$ cat src/rtl/pipe_backbone.sv
// pipe_backbone: in-order stall/flush pipeline with forwarding lookup (comparators built only when PIPE_FWD_EN is defined)
module pipe_backbone #(
    parameter int DEPTH = 4,
    parameter int WIDTH = 32,
    parameter int RW    = 5,
    parameter int NSRC  = 2,
    parameter int SW    = $clog2(DEPTH)
) (
    input  logic                    clk,
    input  logic                    rst,
    input  logic                    in_valid,
    input  logic [WIDTH-1:0]        in_data,
    input  logic [RW-1:0]           in_wreg,
    input  logic                    in_we,
    output logic                    in_ready,
    input  logic [DEPTH-1:0]        stall_req,
    input  logic [DEPTH-1:0]        flush_req,
    output logic [DEPTH-1:0]        stall_o,
    output logic [DEPTH-1:0]        stage_valid,
    output logic [DEPTH*WIDTH-1:0]  stage_data,
    output logic [DEPTH*RW-1:0]     stage_wreg,
    output logic [DEPTH-1:0]        stage_we,
    output logic                    out_fire,
    input  logic [NSRC*RW-1:0]      fwd_src,
    output logic [NSRC-1:0]         fwd_hit,
    output logic [NSRC*SW-1:0]      fwd_stage,
    output logic [NSRC*WIDTH-1:0]   fwd_data
);
    logic [DEPTH-1:0]            r_valid, r_we;
    logic [DEPTH-1:0][WIDTH-1:0] r_data;
    logic [DEPTH-1:0][RW-1:0]    r_wreg;
    logic [DEPTH-1:0]            w_kill, w_adv, w_sv, w_se;
    logic [DEPTH-1:0][WIDTH-1:0] w_sd;
    logic [DEPTH-1:0][RW-1:0]    w_sw;
    for (genvar k = 0; k < DEPTH; k++) begin : g_res
        assign stall_o[k] = |stall_req[DEPTH-1:k];
        assign w_kill[k]  = |flush_req[DEPTH-1:k];
    end
    assign in_ready = ~stall_o[0] & ~|flush_req;
    // each stage's source is the stage below it; stage 0 sources the input port
    assign w_adv = {~stall_o[DEPTH-2:0], in_valid & in_ready};
    assign w_sv  = {r_valid[DEPTH-2:0], 1'b1};
    assign w_se  = {r_we[DEPTH-2:0], in_we};
    assign w_sd  = {r_data[DEPTH-2:0], in_data};
    assign w_sw  = {r_wreg[DEPTH-2:0], in_wreg};
    always_ff @(posedge clk)
        for (int k = 0; k < DEPTH; k++)
            if (rst || w_kill[k] || (!stall_o[k] && !w_adv[k])) begin
                r_valid[k] <= 1'b0;
                r_we[k]    <= 1'b0;
                r_data[k]  <= '0;
                r_wreg[k]  <= '0;
            end else if (!stall_o[k]) begin
                r_valid[k] <= w_sv[k];
                r_we[k]    <= w_se[k];
                r_data[k]  <= w_sd[k];
                r_wreg[k]  <= w_sw[k];
            end
    assign stage_valid = r_valid;
    assign stage_we    = r_we;
    assign stage_data  = r_data;
    assign stage_wreg  = r_wreg;
    assign out_fire    = r_valid[DEPTH-1] & ~stall_o[DEPTH-1];
`ifdef PIPE_FWD_EN
    // scan oldest to youngest so the youngest match overwrites
    always_comb begin
        fwd_hit   = '0;
        fwd_stage = '0;
        fwd_data  = '0;
        for (int i = 0; i < NSRC; i++)
            for (int k = DEPTH - 1; k >= 0; k--)
                if (r_valid[k] && r_we[k] && fwd_src[i*RW +: RW] != '0 && r_wreg[k] == fwd_src[i*RW +: RW]) begin
                    fwd_hit[i]             = 1'b1;
                    fwd_stage[i*SW +: SW]  = SW'(k);
                    fwd_data[i*WIDTH +: WIDTH] = r_data[k];
                end
    end
`else
    logic w_unused;
    assign w_unused  = ^fwd_src;
    assign fwd_hit   = '0;
    assign fwd_stage = '0;
    assign fwd_data  = '0;
`endif
endmodule

$ cat config.mk
export PLATFORM = sky130hd
export DESIGN_NAME = pipe_backbone
export DESIGN_NICKNAME = d
export VERILOG_FILES = /design/src/rtl/pipe_backbone.sv
export SDC_FILE = /design/constraint.sdc
export NUM_CORES = 1
export LEC_CHECK = 0
export CORE_UTILIZATION = 25
export CTS_CLUSTER_SIZE = 25
export DETAILED_ROUTE_END_ITERATION = 8
export PLACE_DENSITY = 0.62
export SYNTH_ARGS = -nofsm -noshare
export SYNTH_HDL_FRONTEND = slang
export SYNTH_SLANG_ARGS = --single-unit
$ cat constraint.sdc
create_clock -name clk -period 2.3 [get_ports clk]
set_input_delay 0.345 -clock clk [delete_from_list [all_inputs] [get_ports clk]]
set_output_delay 0.345 -clock clk [all_outputs]
set_load 0.1 [all_outputs]
== Yosys cells after proc, flatten, opt, wreduce, memory -nomap -nowiden ==
Cells that the tools add are included.
Storage, ports and cells
  register bits after elaboration: 156
  word-level logic and storage cells: 49
  bits of input ports: 59
  output and inout bits: 232
Cells by class
  reductions and logical operators: 27
  bitwise logic cells: 6
Operators by type and width (count)
  $logic_not A1 Y1: 9
  $logic_or A1 B1 Y1: 8
  $reduce_or A4 Y1: 2
  $reduce_or A3 Y1: 2
  $logic_and A1 B1 Y1: 4
  $reduce_or A2 Y1: 2
  $and A1 B1 Y1: 3
  $not A3 Y3: 1
  $not A1 Y1: 2

== Longest topological paths before layout ==
Gate-level depths: netlist of the first run.
  depth in word-level cells: 7
  mapped depth: 7
  gate-level depth less buffers: 4

== Least setup slack after synthesis of the first run ==
No wires, ideal clock.
  path kind: input port to output port
  start point: input port stall_req[3]
  end point: output port in_ready
  buffers on the path: 1
  required time: 1.955 ns
  stages: 4
  path slack: -2.094 ns
  arrival: 4.049 ns
  cells stage by stage: buf_2 > nor4_4 > inv_1 > nor4b_1
Between the ends
  cells in the longest elaborated chain, start to end: 3
Ends and longest elaborated chain
  start: declaration: RTL line 16  | input logic [DEPTH-1:0] stall_req,
  $reduce_or A4 Y1: RTL line 36  | assign stall_o[k] = |stall_req[DEPTH-1:k];
  $not A1 Y1: RTL line 39  | assign in_ready = ~stall_o[0] & ~|flush_req;
  $and A1 B1 Y1: RTL line 39
  end: declaration: RTL line 15  | output logic in_ready,
Every way passes these cells.

== Worst setup path in the final report of the first run ==
  start point: input port stall_req[2]
  end point: output port in_ready
Same word-level chain as after synthesis.

==> results of run 1 <==
==> cells in the final DEF, fill, tap and decap left out, drive strengths merged <==
cell	count
clkinvlp	3
inv	6
clkbuf	22
nand3	38
dfxtp	156
o21ai	2
bufinv	2
nor2b	1
nand2b	1
a21oi	117
nor4	1
nor2	42
conb	70
buf	184
diode	2
nand2	158
clkinv	4
nor3	2
nand3b	39
mux2i	39
nor4b	1
clkdlybuf4s50	46
==> report_power, final <==
part / switching [mW] / internal (mW) / leakage, nW
logic: 0.681 / 0.132 / 1.81
clock network: 1.13 / 1.65 / 0.277
registers: 0.000390 / 2.70 / 1.26
total: 1.81 / 4.49 / 3.35
==> worst max path at each step <==
stage	endpoint	slack [ps]	depth (start not counted)	start
2_1_floorplan	in_ready	-60	4	stall_req[3]
3_3_place_gp	stall_o[0]	70	5	stall_req[2]
3_5_place_dp	stall_o[0]	70	5	stall_req[2]
4_1_cts	stall_o[0]	60	5	stall_req[2]
5_1_grt	in_ready	50	5	stall_req[2]
6_report	in_ready	130	5	stall_req[2]
==> metal layers <==
layer / vias to the layer above / share of wire [%] / track usage, %
li1: 2638 / - / -
met1: 2456 / 46 / 19.8
met2: 169 / 47 / 24.2
met3: 40 / 3.8 / 3.07
met4: 0 / 3.5 / 7.78
met5: - / 0 / 0
==> per-stage QoR <==
step | instances | TNS, ps | setup slack [ps] | cell area (sq um)
final | 1260 | 0 | 129 | 8630
after global routing | 1260 | 0 | 49.8 | 8630
after CTS | 1258 | 0 | 61.9 | 8620
after detailed placement | 1226 | 0 | 71.6 | 8040
after global placement | 1226 | 0 | 68.2 | 8040
after floorplan | 796 | -60.8 | -60.8 | 6470
==> critical path: stages <==
cell and delay, ps:
clkdlybuf4s50_1 480, nor4_4 350, inv_1 150, nor4b_4 290
buf_12 210
==> cell type report <==
class                           count  area (sq um)  share of cell area, %
Antenna cell                        2          5.00                 0.0580
Clock buffer                       22           464                   5.38
Clock inverter                     10           115                   1.33
Sequential cell                   156          3120                   36.2
Tap cell                          324           405                   4.70
Inverter                            5          18.8                  0.217
Timing Repair Buffer              230          1900                   22.0
Multi-Input combinational cell    511          2600                   30.1
==> kinds of logic (layout without fill, tap and decap cells) <==
kind of cell,count (synthesis),count (layout),share of synthesized area [%]
muxes,39,39,6.30
buffers and inverters,129,267,12.7
other,1,72,0.0606
DFF,156,156,50.4
and+or+nand+nor,283,283,20.9
AOI/OAI and AO/OA,119,119,9.62
==> repair_timing <==
action	CTS	global route
buffers inserted	0	0
gates resized for setup	0	1
endpoints found under the setup margin	0	1
==> sequential cells by signal (all words and copies together), names as in the netlist <==
name,flops
stage_data,128
stage_valid,4
stage_we,4
stage_wreg,20
==> summary.txt, run 1 <==
Floorplanning
  • Die outline width: 159 um
  • Full die area: 25400 sq um
  • Initial Util: between 20% and 30%
  • Die Height: 159 um
  • I/O Pins: 291
  • Core Region: 24300 sq um
  • Core Rows: 57

Power and ir drop
  • Leak: around 3.3 nW
  • Total power: ~6.3 mW
  • Power per cell area: 730 nW/um^2
  • Max VDD drop: 0.258 mV

Yosys
  • Synth warn: 0
  • Top post-synthesis cells by area: dfxtp_1 (50%), nand2_1 (9.6%), a21oi_1 (9.5%), buf_4 (8.9%), mux2i_1 (6.3%)
  • Synth top area share: 50.4%
  • Avg Cell Area, Syn: 8.52 sq um
  • Yosys reg bits: 156
  • Post-Syn Instances: 727
  • Post-synthesis async set-or-reset flop share: 0%
  • Register area share after synthesis: 50.4%
  • Top-count cell post-synth: nand2_1
  • EDFF count, synth: 0
  • Synthesized area: a little over 6000 sq um
  • Cell accounting for the most synthesized area: dfxtp_1
  • Commonest cells in the netlist: nand2_1 (158), dfxtp_1 (156), a21oi_1 (117)
  • Synth unique cells: 22
  • Ys flop type: dfxtp_1

Global route
  • First-pass GRT wire length: 29500 um
  • Vias in the first global route: 4863
  • Gr ovfl total: 0
  • Pin count of the biggest net entering global routing: 41
  • Initial antenna violation count: 2
  • Tot GR Track Use: 15.3%

Setup path
  • Reg2reg start: stage_data[32]
  • R2r endpoint: stage_data[64]
  • CP max FO: 3
  • Crit path DAT: 1830 ps
  • Crit path launch type: primary input
  • Critical path class: primary input to output pin
  • Setup crit end kind: output pin
  • CP Data Required Time: 1960 ps
  • R2R Setup Slk: 1530 ps
  • Worst-case reg-to-reg path depth: 2

Clock network
  • Hold_buf cts: 0
  • CTS buffer count: 17
  • CTS tree: yes
  • CTS H-tree lvls: 4
  • Clock sinks: 156
  • Max clock buf depth: 2
  • Root buffer cell: clkbuf_16
  • Worst skew pair latency: 420 ps
  • CTS clock-pin slew for the worst setup and hold paths: roughly 60 ps

STA
  • Slew headroom: 24.1%
  • Hold Slack: between 400 and 500 ps
  • Setup Skew: 7.83 ps
  • Fin. Hold Viols: 0
  • Worst-Margin Slew: 1130 ps
  • Fmax: 461 MHz
  • Final Setup Violations: 0
  • Slew Limit Fails: 0
  • RSZ-0062 raised after global routing: no
  • Tcrit/Tclk final: 94.4%
  • Final min period: approximately 2200 ps

Layout
  • Share of cells above drive strength 1: approximately a quarter
  • Filler instances: 2524
  • Fin nets: 980
  • Area delta synth->final: 39.4%
  • Fin util: 35.5%

Hold path
  • Hold Crit Class: register to register
  • Hold depth: 2
  • Hold_sp: stage_data[41]
  • Worst Hold End: stage_data[73]

Placed design
  • Dpl hpwl: 13900 um
  • Placer Congestion: approximately 0.78
  • Port Buffers: 210

Routing
  • DR vias/cell: 4.21
  • DRC Markers: 0
  • Post-route ant nets: 0
  • Initial DRC count: ~290
  • Avg WL per Cell: 15.5 um
  • Initial DRT Pass Iterations: 5
  • Vias: 5303
  • Final wirelength: around 20000 um

Run status
  • Status: finished, final reports clean

Flow run
  • Max-cap viol count: 0
No activity file was read; power rests on OpenSTA's default activity.
==> run 2, diff against run 1 <==
--- a/config.mk
+++ b/config.mk
@@ -8,7 +8,7 @@
 export CORE_UTILIZATION = 25
 export CTS_CLUSTER_SIZE = 25
 export DETAILED_ROUTE_END_ITERATION = 8
-export PLACE_DENSITY = 0.62
+export PLACE_DENSITY_LB_ADDON = 0.2
 export SYNTH_ARGS = -nofsm -noshare
 export SYNTH_HDL_FRONTEND = slang
 export SYNTH_SLANG_ARGS = --single-unit
==> constraint.sdc (replaced) <==
create_clock -name clk -period 2.3 [get_ports clk]
set_input_delay 0.345 -clock clk [delete_from_list [all_inputs] [get_ports clk]]
set_output_delay 0.345 -clock clk [all_outputs]
set_load 0.02 [all_outputs]
==> run 2 against run 1 <==
Hold slack gained 3.0 ps. Non-clock buffer count shrank 2. Via count shrank 2.4%. Wire length grew 1.4%. First-iteration DRC count grew 9.4%. Combinational power shrank 52%. Power shrank 2.5%. Core utilization grew 1.6 points. Register-to-register slack gained 20 ps. Sequential power is essentially flat. Cell area grew 4.6%. Critical path depth is the same. Critical path type unchanged.
==> summary.txt, run 2 (synthesis results as in run 1) <==
Floorplanning
  • Die outline width: 159 um (unchanged)
  • Full die area: 25400 sq um (unchanged)
  • Core Rows: 57 (unchanged)
  • Die Height: 159 um (unchanged)
  • Core Region: 24300 sq um (unchanged)
  • Initial Util: 25.5% (unchanged)
  • I/O Pins: 291 (unchanged)

STA
  • Fmax: 454 MHz (was 461 MHz)
  • Setup Skew: 8.64 ps (was 7.83 ps)
  • Final Setup Violations: 0 (unchanged)
  • Final min period: 2200 ps (was 2170 ps)
  • Slew Limit Fails: 0 (unchanged)
  • TNS Setup: 0 ps (unchanged)
  • Tcrit/Tclk final: 95.8% (was 94.4%)
  • RSZ-0062 raised after global routing: no (unchanged)
  • Fin. Hold Viols: 0 (unchanged)

Global route
  • Pin count of the biggest net entering global routing: 41 (unchanged)
  • First-pass GRT wire length: 30100 um (was 29500 um)
  • Initial antenna violation count: 0 (was 2)
  • Tot GR Track Use: 15.6% (was 15.3%)
  • Vias in the first global route: 4701 (was 4863)
  • Gr ovfl total: 0 (unchanged)

Clock network
  • Clock sinks: 156 (unchanged)
  • CTS H-tree lvls: 4 (unchanged)
  • Root buffer cell: clkbuf_16 (unchanged)
  • Hold_buf cts: 0 (unchanged)
  • CTS tree: yes (unchanged)
  • Setup Fix Bufs, Post-CTS: 0 (unchanged)
  • CTS clock-pin slew for the worst setup and hold paths: 60 ps (about the same)
  • CTS buffer count: 17 (unchanged)
  • Worst skew pair latency: 420 ps (about the same)
  • Max clock buf depth: 2 (unchanged)

Layout
  • Area delta synth->final: 45.8% (was 39.4%)
  • Filler instances: 2526 (was 2524)
  • Most frequent cells in the layout: clkdlybuf4s50_1 (207), nand2_1 (158), dfxtp_1 (156) (was buf_4 (176), nand2_1 (158), dfxtp_1 (156))
  • Fin nets: 978 (was 980)
  • Max reg flops: 128 (unchanged)
  • N_diodes: 0 (was 2)
  • Final Non-Filler Cells: 1256 (was 1260)
  • Share of cells above drive strength 1: 6.01% (was 23.7%)
  • Most common cell after layout, fill and taps aside: clkdlybuf4s50_1 (was buf_4)

Setup path
  • R2r endpoint: stage_wreg[9] (was stage_data[64])
  • Setup crit end kind: output pin (unchanged)
  • Reg2reg start: stage_wreg[4] (was stage_data[32])
  • CP max FO: 40 (was 3)
  • Critical path class: primary input to output pin (unchanged)
  • CP max-delay cell: clkdlybuf4s50_1 (unchanged)
  • Critical Path, Cell by Cell: clkdlybuf4s50_1 > nor4_4 > inv_1 > buf_12 > dlygate4sd2_1 (was clkdlybuf4s50_1 > nor4_4 > inv_1 > nor4b_4 > buf_12)
  • Crit path DAT: 1860 ps (was 1830 ps)
  • Worst path max stage delay: 460 ps (was 480 ps)
  • CP Data Required Time: 1960 ps (about the same)
  • Critical Path Start: stall_req[2] (unchanged)
  • CP endpoint: stall_o[0] (was in_ready)
  • Worst-case reg-to-reg path depth: 2 (unchanged)
  • Crit path launch type: primary input (unchanged)
  • R2R Setup Slk: 1550 ps (was 1530 ps)

Routing
  • Vias: 5174 (was 5303)
  • Final wirelength: 19800 um (was 19600 um)
  • DRC Markers: 0 (unchanged)
  • Initial DRC count: 313 (was 286)
  • Initial DRT Pass Iterations: 4 (was 5)
  • DR vias/cell: 4.12 (was 4.21)
  • Post-route ant nets: 0 (unchanged)
  • Avg WL per Cell: 15.8 um (was 15.5 um)

Placed design
  • Placer Congestion: 0.773 (was 0.778)
  • Port Buffers: 210 (unchanged)
  • Placed cells: 1224 (was 1226)
  • Dpl hpwl: 14000 um (was 13900 um)

Power and ir drop
  • Psw: 1.42 mW (was 1.81 mW)
  • Sw Share: 23.1% (was 28.7%)
  • Internal: 4.72 mW (was 4.49 mW)
  • Power per cell area: 680 nW/um^2 (was 730 nW/um^2)
  • Power share of the clock group: 49.6% (was 44.2%)
  • Seq pwr share: 44.0% (was 42.9%)
  • Gate power share: 6.4% (was 12.9%)
  • Max VDD drop: 0.491 mV (was 0.258 mV)
  • Leak: 3.03 nW (was 3.35 nW)

Run status
  • Status: finished, final reports clean (unchanged)

Hold path
  • Hold Crit Class: register to register (unchanged)

Flow run
  • Max-cap viol count: 0 (unchanged)
[run 2: power groups by stage]
stage | clock [mW] | sequential (mW) | combinational [mW]
finish | 3.05 | 2.70 | 0.392
global route | 3.26 | 2.70 | 0.419
CTS | 3.14 | 2.70 | 0.396
global placement | 0 | 2.76 | 0.397
detailed placement | 0 | 2.76 | 0.395
floorplan | 0 | 2.76 | 0.327
[run 2: final cells by class]
| type | instances | area (sq um) | area share, % |
|---|---|---|---|
| Clock buffer | 20 | 457 | 5.06 |
| Clock inverter | 12 | 185 | 2.05 |
| Inverter | 5 | 18.8 | 0.208 |
| Multi-Input combinational cell | 511 | 2580 | 28.5 |
| Sequential cell | 156 | 3120 | 34.6 |
| Tap cell | 324 | 405 | 4.49 |
| Timing Repair Buffer | 228 | 2260 | 25.1 |
[run 2: metal layers]
| layer | global-route usage (%) | vias to the layer above | wire [um] |
|---|---|---|---|
| li1 | - | 2647 | - |
| met1 | 22.6 | 2345 | 10000 |
| met2 | 23.2 | 173 | 8830 |
| met3 | 3.15 | 9 | 855 |
| met4 | 4.20 | 0 | 166 |
| met5 | 0 | - | 0 |
[run 2: per-stage QoR]
step / hold WS, ps / area (sq um) / setup WS [ps] / total power, mW / utilization [%]
after floorplan: 497 / 6450 / 275 / 3.09 / -
after global placement: 457 / 8380 / -326 / 3.16 / 34.5
after detailed placement: 463 / 8380 / -291 / 3.16 / 34.5
after CTS: 470 / 9030 / 12.4 / 6.24 / 37.1
after global routing: 485 / 9030 / 21.0 / 6.38 / 37.1
final: 468 / 9030 / 97.0 / 6.14 / 37.1
[run 2: worst min path at each step]
stage	startpoint	end	slack (ps)	cells past startpoint
global route	stage_data[50]	stage_data[82]	480	2
floorplan	in_data[0]	stage_data[0]	500	2
CTS	in_data[29]	stage_data[29]	470	3
finish	stage_data[46]	stage_data[46]	470	2
global placement	stage_wreg[1]	stage_wreg[1]	460	2
detailed placement	stage_wreg[2]	stage_wreg[2]	460	2
[run 2: worst max-delay path: cells and delay by family]
kind | cells | cell delay (ps)
buffers and inverters | 4 | 1160
and+or+nand+nor | 1 | 310
[run 2: what timing repair did]
action	4_1_cts	5_1_grt
gates resized for setup	5	3
hold endpoints to repair	0	0
setup endpoints to repair	2	1
